File: src/rtl/de_morgan_check_seq.sv
// Clocked sweep controller: drives every input vector into two gate models and compares them.
// Optional STOP_ON_FAIL_EN: end the sweep at the first mismatch instead of finishing all vectors.
module de_morgan_check_seq #(
    parameter int unsigned N_IN        = 2,
    parameter int unsigned HOLD_CYCLES = 4
) (
    input  logic            clk,
    input  logic            rst_n,
    input  logic            start,
    output logic [N_IN-1:0] vec_o,
    input  logic            y_ref_i,
    input  logic            y_dut_i,
    output logic            busy,
    output logic            done,
    output logic            pass,
    output logic [7:0]      err_cnt,
    output logic [N_IN-1:0] fail_vec,
    output logic            fail_valid
);

    localparam logic [1:0] S_IDLE   = 2'd0;
    localparam logic [1:0] S_SETTLE = 2'd1;
    localparam logic [1:0] S_CHECK  = 2'd2;
    localparam logic [1:0] S_DONE   = 2'd3;

    localparam logic [7:0]      CNT_LOAD = 8'(HOLD_CYCLES - 1);
    localparam logic [N_IN-1:0] VEC_LAST = '1;

    logic [1:0]      r_state, w_state_d;
    logic [7:0]      r_cnt, w_cnt_d;
    logic [N_IN-1:0] r_vec, w_vec_d;
    logic            r_busy, w_busy_d;
    logic            r_done, w_done_d;
    logic            r_pass, w_pass_d;
    logic [7:0]      r_err_cnt, w_err_cnt_d;
    logic [N_IN-1:0] r_fail_vec, w_fail_vec_d;
    logic            r_fail_valid, w_fail_valid_d;

    logic w_mismatch;
    logic w_last;
    logic w_stop;

    assign w_mismatch = y_ref_i ^ y_dut_i;
    assign w_last     = (r_vec == VEC_LAST);

`ifdef STOP_ON_FAIL_EN
    assign w_stop = w_mismatch;
`else
    assign w_stop = 1'b0;
`endif

    always_comb begin
        w_state_d      = r_state;
        w_cnt_d        = r_cnt;
        w_vec_d        = r_vec;
        w_busy_d       = r_busy;
        w_done_d       = r_done;
        w_pass_d       = r_pass;
        w_err_cnt_d    = r_err_cnt;
        w_fail_vec_d   = r_fail_vec;
        w_fail_valid_d = r_fail_valid;

        case (r_state)
            S_IDLE, S_DONE: begin
                if (start) begin
                    w_state_d      = S_SETTLE;
                    w_vec_d        = '0;
                    w_cnt_d        = CNT_LOAD;
                    w_err_cnt_d    = '0;
                    w_fail_valid_d = 1'b0;
                    w_fail_vec_d   = '0;
                    w_pass_d       = 1'b0;
                    w_done_d       = 1'b0;
                    w_busy_d       = 1'b1;
                end
            end
            S_SETTLE: begin
                if (r_cnt == 8'd0) begin
                    w_state_d = S_CHECK;
                end else begin
                    w_cnt_d = r_cnt - 8'd1;
                end
            end
            S_CHECK: begin
                if (w_mismatch && (r_err_cnt != 8'hFF)) begin
                    w_err_cnt_d = r_err_cnt + 8'd1;
                end
                if (w_mismatch && !r_fail_valid) begin
                    w_fail_vec_d   = r_vec;
                    w_fail_valid_d = 1'b1;
                end
                if (w_last || w_stop) begin
                    w_state_d = S_DONE;
                    w_busy_d  = 1'b0;
                    w_done_d  = 1'b1;
                    // fail_valid is sticky for the sweep, so it stands for every earlier vector
                    w_pass_d  = !r_fail_valid && !w_mismatch;
                end else begin
                    w_state_d = S_SETTLE;
                    w_vec_d   = r_vec + N_IN'(1);
                    w_cnt_d   = CNT_LOAD;
                end
            end
            default: begin
                w_state_d = S_IDLE;
            end
        endcase
    end

    always_ff @(posedge clk) begin
        if (!rst_n) begin
            r_state      <= S_IDLE;
            r_cnt        <= '0;
            r_vec        <= '0;
            r_busy       <= 1'b0;
            r_done       <= 1'b0;
            r_pass       <= 1'b0;
            r_err_cnt    <= '0;
            r_fail_vec   <= '0;
            r_fail_valid <= 1'b0;
        end else begin
            r_state      <= w_state_d;
            r_cnt        <= w_cnt_d;
            r_vec        <= w_vec_d;
            r_busy       <= w_busy_d;
            r_done       <= w_done_d;
            r_pass       <= w_pass_d;
            r_err_cnt    <= w_err_cnt_d;
            r_fail_vec   <= w_fail_vec_d;
            r_fail_valid <= w_fail_valid_d;
        end
    end

    assign vec_o      = r_vec;
    assign busy       = r_busy;
    assign done       = r_done;
    assign pass       = r_pass;
    assign err_cnt    = r_err_cnt;
    assign fail_vec   = r_fail_vec;
    assign fail_valid = r_fail_valid;

endmodule

File: config.mk
export PLATFORM = sky130hd
export DESIGN_NAME = de_morgan_check_seq
export DESIGN_NICKNAME = d
export VERILOG_FILES = /design/src/rtl/de_morgan_check_seq.sv
export SDC_FILE = /design/constraint.sdc
export NUM_CORES = 1
export LEC_CHECK = 0
export ABC_AREA = 0
export CAP_MARGIN = 20
export CORE_ASPECT_RATIO = 0.5
export CORE_MARGIN = 2
export CORE_UTILIZATION = 30
export CTS_BUF_LIST = sky130_fd_sc_hd__clkbuf_16
export CTS_CLUSTER_SIZE = 16
export DETAILED_ROUTE_END_ITERATION = 8
export GPL_ROUTABILITY_DRIVEN = 0
export SLEW_MARGIN = 20
export SYNTH_ARGS = -nofsm -noshare
export SYNTH_HDL_FRONTEND = slang
export SYNTH_SLANG_ARGS = --single-unit
export TNS_END_PERCENT = 100
File: constraint.sdc
create_clock -name clk -period 4.09 [get_ports clk]
set_input_delay 0.409 -clock clk [delete_from_list [all_inputs] [get_ports clk]]
set_output_delay 0.409 -clock clk [all_outputs]
set_load 0.02 [all_outputs]
After elaboration in Yosys (flattened, before gate mapping)
Index checks and enable logic that the tools add are counted.
Word-level totals
  memories kept: 0
  bits in latches: 0
  input port bits: 5
  ROM bits: 0
  bits in writable memories: 0
  register bits after elaboration: 26
  output and inout port bits: 16
Cells by class
  add/sub/neg operators: 3
  div/mod/pow operators: 0
  reduce and logical (&&, ||, !) cells: 15
  shift-type cells: 0
  equality and inequality tests: 12
  multipliers: 0
  mux-type cells: 26
  order comparisons: 0
  bitwise operators: 1
Operators with widths (number)
  two-way mux 8 bit: 5
  one-hot mux 8 bit (3 select lines): 1
  one-hot mux 8 bit (2 select lines): 1
  AND reduction 3 bit: 5
  != test 2 bit, second input constant: 7
  two-way mux 2 bit: 6
  adder 8 x 1 -> 8 bit, second input constant: 1
  zero test 8 bit: 1
  != test 8 bit, second input constant: 1
  one-hot mux 1 bit (2 select lines): 4
  one-hot mux 2 bit (2 select lines): 2
  subtractor 8 x 1 -> 8 bit, second input constant: 1
  == test 2 bit, second input constant: 3
  two-way mux 1 bit: 6
  one-hot mux 2 bit (3 select lines): 1
  logical AND 1 bit: 3
  adder 2 x 1 -> 2 bit, second input constant: 1
  == test 2 x 1 -> 1 bit, second input constant: 1
  zero test 1 bit: 2
  zero test 2 bit: 1
  AND reduction 2 bit: 1
  nonzero test 2 bit: 1
  OR reduction 2 bit: 1
  XOR 1 bit: 1

Logic depth before layout (Yosys ltp)
Gate-level depths: netlist of the first run.
  word-level depth: 5
  gate-level depth with buffers: 7
  gate-level depth less buffers: 6

Worst setup path before layout of the first run
OpenSTA, ideal clock, no wires.
  path type: register to register
  start: reg r_state[0]
  end: reg r_cnt[5]
  setup time: 0.116 ns
  data required time: 3.974 ns
  cell stages (with the launch flop): 8
  clock period less this slack: 1.825 ns
  path slack: 2.265 ns
  data arrival time: 1.708 ns
  cell sequence: dfxtp_1 -> inv_1 -> ha_1 -> and2b_1 -> buf_2 -> o311ai_0 -> a31oi_1 -> a41o_1
Between the ends
  word-level cells in the longest chain between the ends: 4
RTL lines
  start, declared: RTL line 29  | logic [1:0] r_state, w_state_d;
  start signal, assigned: RTL line 122  | r_state <= w_state_d;
  == test 2 bit / zero test 2 bit (equally long branches): RTL line 63  | case (r_state)
  OR reduction 2 bit: RTL line 63
  != test 2 bit (no line)
  AND reduction 3 bit (no line)
  end signal, assigned: RTL line 123  | r_cnt <= w_cnt_d;
  end, declared: RTL line 30  | logic [7:0] r_cnt, w_cnt_d;
Parallel ways exist; a longest one is shown, timed or not.
A chain may end at the register's enable or synchronous reset.

Final worst setup path of the first run
  start: reg r_state[0]
  end: reg r_err_cnt[0], in the netlist err_cnt[0]
Between the ends
  word-level cells in the longest chain between the ends: 4
RTL lines
  == test 2 bit / zero test 2 bit (equally long branches): RTL line 63
  OR reduction 2 bit: RTL line 63
  != test 2 bit (no line) / nonzero test 2 bit (equally long branches)
  AND reduction 3 bit (no line)
  end signal, assigned: RTL line 128  | r_err_cnt <= w_err_cnt_d;
  end, declared: RTL line 35  | logic [7:0] r_err_cnt, w_err_cnt_d;
Parallel ways exist; a longest one is shown, timed or not.

==> impl_metrics.tcl, run 1 <==
set metrics [dict create \
    max_cap_violations 0 \
    leakage_nw 0.6552 \
    rsz0062_at_grt "no" \
    hold_viol 0 \
    p_total_mw 1.021 \
    overflow 0 \
    worst-endpoint-arrival_ns 2.40 \
    ys_ff_latch 26 \
    clock-sinks 26 \
    yosys_warnings 0 \
    std_cell_rows 18 \
    required_ns 4.28 \
    htreeDepth 1 \
    area.growth.synth_to_final_pct 21.76 \
    io_pins 21 \
    end_kind "register" \
    netlist_top_cells_area "dfxtp_1, ha_1, nand2_1, a21oi_1, nand3_1" \
    max_freq_mhz 451.6 \
    grt_start_max_net_pins 23 \
    syn_inst 184 \
    die_w_um 105.2 \
    path_clk_slew_ns 0.07 \
    drive_above_1_share_pct 6.533 \
    crit_cells 5 \
    syn_avg_cell_area_sq_um 8.344 \
    tritoncts "yes" \
    yosysTopAreaCell "dfxtp_1" \
    holdBufCountCts 0 \
    dieArea_sq_um 5740 \
    nFillCells 503 \
    power.density_nw_per_um2 546.1 \
    start_util_pct 31.13 \
    cp_slowest_cell "ha_1" \
    dr.pass1.iters 4 \
    drt_iter0_drc 86 \
    final.min_clock_period_ns 2.214 \
    ant_nets 0 \
    hold_depth 2 \
    multi_input_area_sq_um 910.9 \
    fin_util_pct 37.90 \
    routed_wl_um 3537 \
    holdWs_ns 0.4670 \
    cp_slowest_stage_delay_ns 0.65 \
    syn_nets 196 \
    drc_errors 0 \
    cts_resized 0 \
    grt_pass1_vias 1301 \
    cts_buffer_depth 2 \
    ys_seq_area_share_pct 33.90 \
    final_cell_mix "dfxtp_1, clkdlybuf4s50_1, nand2_1, a21oi_1, nand3_1" \
    path_cells "inv_1 -> ha_1 -> inv_1 -> or4_1 -> o211ai_1" \
    diodes 0 \
    cts_setup_buffers 0 \
    vdd_drop_max_uv 236.6 \
    critPathKind "register to register" \
    final_nets 212 \
    cts_root_buffer "clkbuf_16" \
    tns_ns 0 \
    cpLargestDelayFamily "adder cells" \
    final-setup-viol-count 0 \
    clk_latency_ns 0.26 \
    ys.flop_type "dfxtp_1" \
    regArea_sq_um 520.5 \
    cp-start-kind "register" \
    max_slew_margin_pct 48.83 \
    die_h_um 54.59 \
    port_buffers 20 \
    synth_top_area_share_pct 33.90 \
    synth_area_sq_um 1535 \
    period_share_pct 54.14 \
    crit_path_frequent_cell "inv_1" \
    maxSlewViolCount 0 \
    crit_path_max_fanout 22 \
    grt_usage_pct 12.89 \
    wl_per_cell_um 13.15 \
    cts_buffers 3 \
    dp_hpwl_um 2467 \
    ys_types 43 \
    final_common_cell "dfxtp_1" \
    finClkSkew_ns 0.004728 \
    worst-path-buf-inv 2 \
    outcome "finished, final reports clean" \
    tightest_slew_ns 0.7676 \
    synth_edf_count 0 \
    vias 1434 \
    core_area_sq_um 4932 \
    synth-async-reset-ratio_pct 0 \
    hold_path_class "register to register" \
    grt_pass1_wl_um 5878 \
    ff2ff_path_depth 5 \
    antenna_found_initial 0 \
    avgViaCountPerCell 5.331 \
]
## per-layer routing
layer | vias to the layer above | GRT usage (%) | routed length (um)
li1 | 705 | - | -
met1 | 683 | 16.21 | 1739
met2 | 39 | 21.97 | 1581
met3 | 7 | 3.333 | 163
met4 | 0 | 4.889 | 53
met5 | - | 0 | 0
## worst reg2reg max path: stages (launching register included)
cell      delay (ns)
dfxtp_1         0.34
inv_1           0.06
ha_1            0.65
inv_1           0.34
or4_1           0.58
o211ai_1        0.16
## logic make-up (layout without fill, tap and decap cells)
logic type	after synthesis	in the layout	share of synthesized area, %
XOR/XNOR	1	1	1.060
flip-flops	26	26	33.90
AND/OR/NAND/NOR	76	76	27.87
AO/OA/AOI/OAI	49	49	21.43
adder cells (fa/ha/maj)	7	7	5.705
multiplexers	5	5	3.260
buffers and inverters	20	35	6.764
## synthesized netlist by cell type, types with 2 or more instances
cell and number:
a21oi_1 12, nand2_1 18, nor2_1 10, a311oi_1 2, buf_2 5, o211ai_1 3
or3_1 5, and2_1 3, clkbuf_1 2, a211oi_1 5, a31oi_1 4, nand2b_1 3
nor4_4 2, o22ai_1 4, nand3_1 11, o31ai_1 2, o21ai_1 7, and3_1 3
inv_1 10, nor3_1 5, ha_1 7, o21ai_2 2, mux2i_1 5, nand4_1 8
buf_6 3, dfxtp_1 26
## final timing paths
path / from / slack [ns] / endpoint
hold / removal: fail_vec[1]$_SDFFE_PN0P_ / 0.47 / fail_vec[1]$_SDFFE_PN0P_
hold reg to reg: fail_vec[1]$_SDFFE_PN0P_ / 0.47 / fail_vec[1]$_SDFFE_PN0P_
setup reg to reg: r_state[0]$_SDFFE_PN0P_ / 1.88 / err_cnt[0]$_SDFFE_PN0P_
setup / recovery: r_state[0]$_SDFFE_PN0P_ / 1.88 / err_cnt[0]$_SDFFE_PN0P_
## area by class of cell
type                       instances  area share, %
multi-input combinational        138          48.73
timing repair buffer              21          11.11
sequential                        26          27.84
inverter                          10          2.008
clock inverter                     1          1.606
tap                               70          4.685
clock buffer                       3          4.016
## flip-flops by register name, indices dropped and copies added, names as in the netlist
name        cells
err_cnt         8
done            1
pass            1
r_cnt           8
vec_o           2
fail_valid      1
r_state         2
busy            1
fail_vec        2
## where the power goes
group	internal, mW	leakage, nW	switching [mW]
Clock	0.195	0.0511	0.0939
Sequential	0.289	0.211	0.0423
Combinational	0.160	0.393	0.241
## through the flow
stage                     cells  worst slack (ns)  area, sq um
after detailed placement    265             1.908         1764
after CTS                   269             1.887         1869
after floorplan             184             2.265         1535
after global routing        269             1.674         1869
final                       269             1.876         1869
after global placement      265             1.985         1764
(Power assumes the default switching activity.)
==> run 2: changes to the inputs <==
==> constraint.sdc (replaced) <==
create_clock -name clk -period 2.15 [get_ports clk]
set_input_delay 0.215 -clock clk [delete_from_list [all_inputs] [get_ports clk]]
set_output_delay 0.215 -clock clk [all_outputs]
set_load 0.02 [all_outputs]
==> run 2 against run 1 <==
Compared with the run above:
- core utilization rose by 0.41 points
- die area unchanged
- maximum frequency increased by 13%
- first-iteration DRC count increased by 7.0%
- flip-flop and latch count did not move
- clock skew shrank 0.0013 ns
- combinational power is 95% higher
- total power increased by 79%
- clock power increased by 45%
- global-route usage decreased by 0.067 points
- hold slack better by 0.0012 ns
==> impl_metrics.tcl, run 2 (synthesis gave the netlist of run 1 again) <==
set metrics [dict create \
    cp-start-kind "register" \
    grt_usage_pct 12.82 \
    final_cells 275 \
    tightest_slew_ns 0.5442 \
    outcome "finished, final reports clean" \
    tritoncts "yes" \
    path_clk_slew_ns 0.07 \
    hold_path_class "register to register" \
    regArea_sq_um 520.5 \
    dieArea_sq_um 5740 \
    maxSlewViolCount 0 \
    placed_area_sq_um 1809 \
    vias 1394 \
    tns_ns 0 \
    rsz0062_at_grt "no" \
    max_cap_violations 0 \
    routed_wl_um 3491 \
    htreeDepth 1 \
    clk_latency_ns 0.26 \
    cts_buffers 3 \
    wl_met2_um 1583 \
    die_h_um 54.59 \
    io_pins 21 \
    clock-sinks 26 \
    die_w_um 105.2 \
    grt_pass1_wl_um 5865 \
    diodes 0 \
    final_nets 218 \
    fin_area_sq_um 1889 \
    start_util_pct 31.13 \
    antenna_found_initial 0 \
    period_share_pct 91.19 \
    finClkSkew_ns 0.003397 \
    grt_pass1_vias 1300 \
    drc_errors 0 \
    ant_nets 0 \
    nFillCells 501 \
    cts_buffer_depth 2 \
    drt_iter0_drc 92 \
    dp_hpwl_um 2517 \
    avgViaCountPerCell 5.069 \
    multi_input_area_sq_um 912.1 \
    power.density_nw_per_um2 968.7 \
    final.min_clock_period_ns 1.961 \
    grt_start_max_net_pins 15 \
    critPathKind "register to register" \
    end_kind "register" \
    place_inst 271 \
    worst-endpoint-arrival_ns 2.12 \
    crit_path_max_fanout 12 \
    cts_root_buffer "clkbuf_16" \
    final_cell_mix "dfxtp_1, clkdlybuf4s50_1, nand2_1, a21oi_1, nand3_1" \
    met1_length_um 1793 \
    wl_per_cell_um 12.69 \
    hold_viol 0 \
    max_slew_margin_pct 63.71 \
    vdd_drop_max_uv 373.1 \
    wl_met3_um 81 \
    port_buffers 20 \
    final_common_cell "dfxtp_1" \
    top_layer "met4" \
    overflow 0 \
    final-setup-viol-count 0 \
    max_freq_mhz 510.0 \
    leakage_nw 0.6725 \
    core_area_sq_um 4932 \
    required_ns 2.30 \
    dr.pass1.iters 4 \
    drive_above_1_share_pct 9.268 \
    std_cell_rows 18 \
    area.growth.synth_to_final_pct 23.06 \
]
[run 2: cell count changes in the layout (fill, tap and decap cells not counted)]
| cell | previous run | this run |
|---|---|---|
| buf_4 | 1 | 7 |
| and2b_1 | 1 | 0 |
| and2b_2 | 0 | 1 |
| bufinv_16 | 1 | 0 |
| clkinv_1 | 0 | 1 |
[run 2: metal layers]
layer  track usage [%]  vias to the layer above
met4             4.000                        0
met3             2.976                        4
met2             22.51                       11
li1                  -                      719
met1             16.18                      660
met5                 0                        -
[run 2: layout make-up]
cell class / instances / share of cell area [%]
Multi-Input combinational cell: 138 / 48.28
Tap cell: 70 / 4.636
Timing Repair Buffer: 27 / 13.38
Clock inverter: 1 / 0.1987
Sequential cell: 26 / 27.55
Inverter: 10 / 1.987
Clock buffer: 3 / 3.974
[run 2: timing repair]
item | in CTS | in global routing
resized for setup | 0 | 1
hold buffers | 0 | 0
endpoints found under the hold margin | 0 | 0
buffers inserted | 0 | 0
endpoints found under the setup margin | 0 | 1
[run 2: power breakdown]
group	switching (mW)	total, mW	internal [mW]	leakage, nW
Clock	0.169	0.418	0.249	0.0385
Combinational	0.460	0.780	0.320	0.423
Sequential	0.0821	0.632	0.550	0.211
Total	0.711	1.83	1.12	0.673
[run 2: critical path: stages, from the launching register on]
cell and delay [ns]:
dfxtp_1 0.39, inv_1 0.06, ha_1 0.37, and2b_2 0.34, nor4_4 0.36, a31oi_1 0.13
a41o_1 0.21
[run 2: stage by stage]
stage / hold WS [ns] / utilization, % / power [mW] / setup slack, ns
floorplan: 0.4464 / - / 1.273 / 0.3255
global placement: 0.4496 / 36.68 / 1.388 / 0.2329
detailed placement: 0.4566 / 36.68 / 1.411 / 0.1617
CTS: 0.4728 / 38.28 / 1.834 / 0.1480
global route: 0.4804 / 38.31 / 1.958 / 0.05507
finish: 0.4682 / 38.31 / 1.830 / 0.1893
[run 2: worst paths after layout]
path | from | cells past startpoint | slack [ns] | endpoint
worst min register to register | fail_vec[0]$_SDFFE_PN0P_ | 2 | 0.47 | fail_vec[0]$_SDFFE_PN0P_
worst min-delay path | fail_vec[0]$_SDFFE_PN0P_ | 2 | 0.47 | fail_vec[0]$_SDFFE_PN0P_
worst max register to register | r_state[0]$_SDFFE_PN0P_ | 6 | 0.19 | r_cnt[5]$_SDFFE_PN0P_
worst max-delay path | r_state[0]$_SDFFE_PN0P_ | 6 | 0.19 | r_cnt[5]$_SDFFE_PN0P_
